==> src/rtl/port_rst_sched.sv <==
// ---------------------------------------------------------------------------
// port_rst_sched
//   Per-port soft-reset scheduler. Reset requests from up to NUM_PORTS
//   requesters are captured in a pending vector and serviced one at a time,
//   round-robin. Each serviced port is held in reset for HOLD_CYCLES cycles,
//   then left quiet for SETTLE_CYCLES cycles before the next port is granted.
//   This gives FIFOs on both clock sides time to finish resetting.
//
// Ports
//   sys_clk    in   system clock
//   rst_sys    in   synchronous active-high reset
//   hold_all   in   level; holds every port in reset and freezes the scheduler
//   req        in   [NUM_PORTS] per-port reset request (pulse)
//   rstn_port  out  [NUM_PORTS] registered active-low per-port reset
//   busy       out  high whenever the scheduler is not IDLE
//   cur_port   out  port currently being serviced
//   done       out  one-cycle pulse at the end of a port's sequence
//   done_port  out  port index qualified by done
// ---------------------------------------------------------------------------
module port_rst_sched #(
    parameter int NUM_PORTS     = 4,
    parameter int HOLD_CYCLES   = 128,
    parameter int SETTLE_CYCLES = 64,
    parameter int INIT_ALL      = 1,
    localparam int PW           = (NUM_PORTS > 1) ? $clog2(NUM_PORTS) : 1
) (
    input  logic                 sys_clk,
    input  logic                 rst_sys,
    input  logic                 hold_all,
    input  logic [NUM_PORTS-1:0] req,
    output logic [NUM_PORTS-1:0] rstn_port,
    output logic                 busy,
    output logic [PW-1:0]        cur_port,
    output logic                 done,
    output logic [PW-1:0]        done_port
);

    localparam int MAXC = (HOLD_CYCLES > SETTLE_CYCLES) ? HOLD_CYCLES : SETTLE_CYCLES;
    localparam int CW   = (MAXC > 1) ? $clog2(MAXC) : 1;

    localparam logic [CW-1:0] HOLD_LAST   = CW'(HOLD_CYCLES - 1);
    localparam logic [CW-1:0] SETTLE_LAST = CW'(SETTLE_CYCLES - 1);

    typedef enum logic [4:0] {
        ST_INIT   = 5'b00001,
        ST_IDLE   = 5'b00010,
        ST_ASSERT = 5'b00100,
        ST_SETTLE = 5'b01000,
        ST_DONE   = 5'b10000
    } state_t;

    state_t               state_r;
    logic [CW-1:0]        cnt_r;
    logic [NUM_PORTS-1:0] pending_r;
    logic [PW-1:0]        rr_ptr_r;

    logic                 grant_vld_s;
    logic [PW-1:0]        grant_idx_s;
    logic [NUM_PORTS-1:0] grant_mask_s;
    logic [NUM_PORTS-1:0] pending_clr_s;
    logic [NUM_PORTS-1:0] pending_nxt_s;

    // Round-robin pick: first pending bit at rr_ptr+1, rr_ptr+2, ... with wrap.
    // Scanning from the farthest offset down lets the nearest hit win.
    always_comb begin
        grant_vld_s = 1'b0;
        grant_idx_s = {PW{1'b0}};
        for (int k = NUM_PORTS; k >= 1; k--) begin
            if (pending_r[PW'((int'(rr_ptr_r) + k) % NUM_PORTS)]) begin
                grant_vld_s = 1'b1;
                grant_idx_s = PW'((int'(rr_ptr_r) + k) % NUM_PORTS);
            end else begin
                grant_vld_s = grant_vld_s;
            end
        end
    end

    // One-hot grant mask and next pending vector. A request arriving on the
    // grant cycle for the same port wins over the clear, so it is re-serviced.
    always_comb begin
        grant_mask_s = {NUM_PORTS{1'b0}};
        for (int i = 0; i < NUM_PORTS; i++) begin
            grant_mask_s[i] = grant_vld_s && (grant_idx_s == PW'(i));
        end
        if (!hold_all && (state_r == ST_IDLE)) begin
            pending_clr_s = grant_mask_s;
        end else begin
            pending_clr_s = {NUM_PORTS{1'b0}};
        end
        pending_nxt_s = (pending_r & ~pending_clr_s) | req;
    end

    // Scheduler FSM with registered outputs.
    always_ff @(posedge sys_clk) begin
        if (rst_sys) begin
            state_r   <= (INIT_ALL != 0) ? ST_INIT : ST_IDLE;
            cnt_r     <= {CW{1'b0}};
            pending_r <= {NUM_PORTS{1'b0}};
            rr_ptr_r  <= PW'(NUM_PORTS - 1);
            rstn_port <= {NUM_PORTS{1'b0}};
            busy      <= 1'b1;
            done      <= 1'b0;
            cur_port  <= {PW{1'b0}};
            done_port <= {PW{1'b0}};
        end else if (hold_all) begin
            // Abort whatever is in flight; INIT restarts once hold_all falls.
            state_r   <= ST_INIT;
            cnt_r     <= {CW{1'b0}};
            pending_r <= pending_nxt_s;
            rstn_port <= {NUM_PORTS{1'b0}};
            busy      <= 1'b1;
            done      <= 1'b0;
        end else begin
            pending_r <= pending_nxt_s;
            done      <= 1'b0;
            case (state_r)
                ST_INIT: begin
                    if (cnt_r == HOLD_LAST) begin
                        state_r   <= ST_IDLE;
                        cnt_r     <= {CW{1'b0}};
                        rstn_port <= {NUM_PORTS{1'b1}};
                        busy      <= 1'b0;
                    end else begin
                        cnt_r     <= cnt_r + {{(CW-1){1'b0}}, 1'b1};
                        rstn_port <= {NUM_PORTS{1'b0}};
                        busy      <= 1'b1;
                    end
                end
                ST_IDLE: begin
                    if (grant_vld_s) begin
                        state_r   <= ST_ASSERT;
                        cnt_r     <= {CW{1'b0}};
                        cur_port  <= grant_idx_s;
                        rr_ptr_r  <= grant_idx_s;
                        rstn_port <= ~grant_mask_s;
                        busy      <= 1'b1;
                    end else begin
                        rstn_port <= {NUM_PORTS{1'b1}};
                        busy      <= 1'b0;
                    end
                end
                ST_ASSERT: begin
                    if (cnt_r == HOLD_LAST) begin
                        state_r   <= ST_SETTLE;
                        cnt_r     <= {CW{1'b0}};
                        rstn_port <= {NUM_PORTS{1'b1}};
                    end else begin
                        cnt_r     <= cnt_r + {{(CW-1){1'b0}}, 1'b1};
                    end
                end
                ST_SETTLE: begin
                    if (cnt_r == SETTLE_LAST) begin
                        state_r   <= ST_DONE;
                        cnt_r     <= {CW{1'b0}};
                        done      <= 1'b1;
                        done_port <= cur_port;
                    end else begin
                        cnt_r     <= cnt_r + {{(CW-1){1'b0}}, 1'b1};
                    end
                end
                ST_DONE: begin
                    state_r <= ST_IDLE;
                    cnt_r   <= {CW{1'b0}};
                    busy    <= 1'b0;
                end
                default: begin
                    // Unreachable encoding: recover through a full INIT.
                    state_r   <= ST_INIT;
                    cnt_r     <= {CW{1'b0}};
                    rstn_port <= {NUM_PORTS{1'b0}};
                    busy      <= 1'b1;
                end
            endcase
        end
    end

endmodule

==> config.mk <==
export PLATFORM = sky130hd
export DESIGN_NAME = port_rst_sched
export DESIGN_NICKNAME = d
export VERILOG_FILES = /design/src/rtl/port_rst_sched.sv
export SDC_FILE = /design/constraint.sdc
export NUM_CORES = 1
export LEC_CHECK = 0
export CORE_MARGIN = 2
export CORE_UTILIZATION = 55
export CTS_CLUSTER_SIZE = 28
export DETAILED_ROUTE_END_ITERATION = 12
export GPL_ROUTABILITY_DRIVEN = 0
export HOLD_SLACK_MARGIN = 0.08
export PLACE_DENSITY = 0.88
export SETUP_SLACK_MARGIN = 0.1
export SYNTH_ARGS = -nofsm -noshare
export SYNTH_HDL_FRONTEND = slang
export SYNTH_SLANG_ARGS = --single-unit
==> constraint.sdc <==
create_clock -name sys_clk -period 6.4 [get_ports sys_clk]
set_clock_uncertainty 0.2 [all_clocks]
set_input_delay 1.92 -clock sys_clk [delete_from_list [all_inputs] [get_ports sys_clk]]
set_output_delay 1.92 -clock sys_clk [all_outputs]
set_load 0.01 [all_outputs]
==> metrics.cfg <==
[finish]
fin_nets=214
syn2layout_area_growth_pct=9.119
diodes=0
drive_gt1_share_pct=4.878

[timing]
worst_slew_pin_slew_ns=0.7997
slew_headroom_pct=46.69
slew_violations=0
fin_crit_ns=3.834
final_hold_viol_count=0
fmax_ghz=0.2608
period_share_pct=59.91
finalSetupTns_ns=0
rsz0062_at_grt=no
finalSetupViolCount=0

[drt]
via_count=1470
via_per_inst=6.229
routed_wl_microns=3609
drt_iter0_markers=48
wl_per_cell_microns=15.29
drt_pass1_iterations=4
ant_nets=0
drc=0

[clock_tree]
post_cts_buffers=0
cts-resized-gates=0
clock_path_buffers=2
cts_tree=yes
clock_sinks=28
cts_max_level=1
cts_root_buffer=clkbuf_4
numCtsBuffers=3
clock_latency_ns=0.33
holdBufCountCts=0
clk_pin_slew_ns=0.15

[power]
powerDensity_nw_per_um2=165.2
p_total_mw=0.2943
leakage_nw=0.6532
vdd_ir_drop_max_v=0.0001462

[synth]
syn_inst=203
syn_avg_cell_area_sq_um=8.043
synth_edf_count=0
yosys_warnings=0
ys_ff_latch=28
ys_async_sr_fraction_pct=0
synthTopCellsByArea=dfxtp_1 (34%), nor2_1 (5.5%), a31oi_1 (3.4%)
synth_top_area_share_pct=34.33
netlist_area_sq_um=1633
synth_largest_area_cell=dfxtp_1
ys_seq_area_share_pct=34.33
ys_types=56
syn_nets=211
yosys_most_used_dff=dfxtp_1

[status]
outcome=finished clean

[floorplan]
die_y_microns=58.49
start_util_pct=58.70
die_area_sq_um=3421
die_w_microns=58.49
fp.coreArea_sq_um=2781
num_io_pins=17
rows=19

[grt]
grtUsageTotal_pct=22.70
grt_overflow=0
antenna_found_initial=0
grt_pass1_vias=1369
grt_max_degree=18
grt_pass1_wl_microns=6030

[worst_setup_path]
crit_path_end_kind=flop
crit_path_start_kind=input port
crit_fanout=15
critical_path_arrival_ns=3.92
crit_path_start=rst_sys
required_ns=6.49
r2r-start=cnt_r[0]$_SDFFE_PP0N_
critPathKind=in2reg

[place]
hpwl_microns=2669
numPortBuffers=16

[min_path]
holdCritPathClass=reg2reg
min_from=rstn_port[2]$_SDFFE_PP0P_

[run]
maxCapViolations=0

[state kept, by name (all words and copies together) (netlist names)]
name and count:
rstn_port 4, done_port 2, state_r 5, rr_ptr_r 2, cnt_r 7, pending_r 4, busy 1, done 1
cur_port 2
[worst max-delay path, cell delays in order]
cell             delay, ns
clkdlybuf4s50_1       0.56
or2_0                 0.55
nor4_1                0.65
a22o_1                0.24
[kinds of logic (layout without fill, tap and decap cells)]
group / after synthesis / in the layout / synth area share, %
flip-flops: 28 / 28 / 34.33
adder cells (fa/ha/maj): 1 / 1 / 0.7662
AO/OA/AOI/OAI: 55 / 55 / 22.99
AND/OR/NAND/NOR: 89 / 89 / 31.42
multiplexers: 4 / 4 / 2.452
buffers and inverters: 23 / 25 / 6.437
XOR/XNOR: 3 / 3 / 1.609
[layout make-up]
type,instances,area [sq um]
Clock buffer,4,36.28
Fill cell,232,999.7
Inverter,5,18.77
Multi-Input combinational cell,152,967.2
Sequential cell,28,560.5
Tap cell,31,38.79
Timing Repair Buffer,16,160.2
[cells in the final DEF, fill, tap and decap left out, types with 3 or more instances in the layout]
master and instances:
o21ai_0 6, a21oi_1 7, clkdlybuf4s50_1 16, o21ai_1 5, o211ai_1 3, nor2b_1 5, nand2b_1 5, nor2_1 24
clkbuf_4 3, dfxtp_1 28, nor3_1 7, a211oi_1 3, or2_1 3, a31oi_1 9, inv_1 5, mux2i_1 4
nand3_1 6, o21a_1 3, nand2_1 13
[path summary, 6_finish.rpt]
path                               endpoint  slack, ns  cells past startpoint
setup / recovery  rstn_port[3]$_SDFFE_PP0P_       2.57                      4
hold / removal    rstn_port[2]$_SDFFE_PP0P_       0.30                      1
setup reg to reg  done_port[1]$_SDFFE_PP0P_       4.27                      6
hold reg to reg   rstn_port[2]$_SDFFE_PP0P_       0.30                      1
[layer usage]
metal / wire length [microns] / GRT usage [%] / vias up
met2: 1748 / 36.92 / 35
li1: - / - / 732
met1: 1658 / 29.38 / 697
met3: 144 / 3.077 / 6
met4: 58 / 11.63 / 0
met5: 0 / 0 / -
[synth_stat cells (2+ instances only)]
library cell	instances
a211o_1	2
a211oi_1	3
a21oi_1	7
a22o_1	2
a31oi_1	9
and2_1	2
and3b_1	2
buf_2	3
buf_6	2
clkbuf_1	13
dfxtp_1	28
inv_1	5
mux2i_1	4
nand2_1	13
nand2b_1	5
nand3_1	6
nand3b_1	2
nor2_1	24
nor2b_1	5
nor3_1	7
nor3b_1	2
nor4_1	2
nor4b_1	2
o211ai_1	3
o21a_1	3
o21ai_0	6
o21ai_1	5
o221ai_1	2
o31a_1	2
or2_0	2
or2_1	3
or3_1	2
xnor2_1	2
[stage by stage]
stage               instance area, sq um  hold WS (ns)  setup slack (ns)  util, %  std cells
detailed placement                  1745        0.2692             2.220    62.75        232
global route                        1782        0.3406             2.415    64.06        236
global placement                    1745        0.2703             2.318    62.75        232
CTS                                 1782        0.3037             2.584    64.06        236
floorplan                           1633        0.2753             3.013        -        203
finish                              1782        0.2981             2.566    64.06        236
[power by group]
part           internal (mW)  total, mW  switching (mW)
Sequential             0.177      0.183         0.00592
Combinational         0.0123     0.0251          0.0129
Clock                 0.0348     0.0864          0.0516
(Power assumes the default switching activity.)
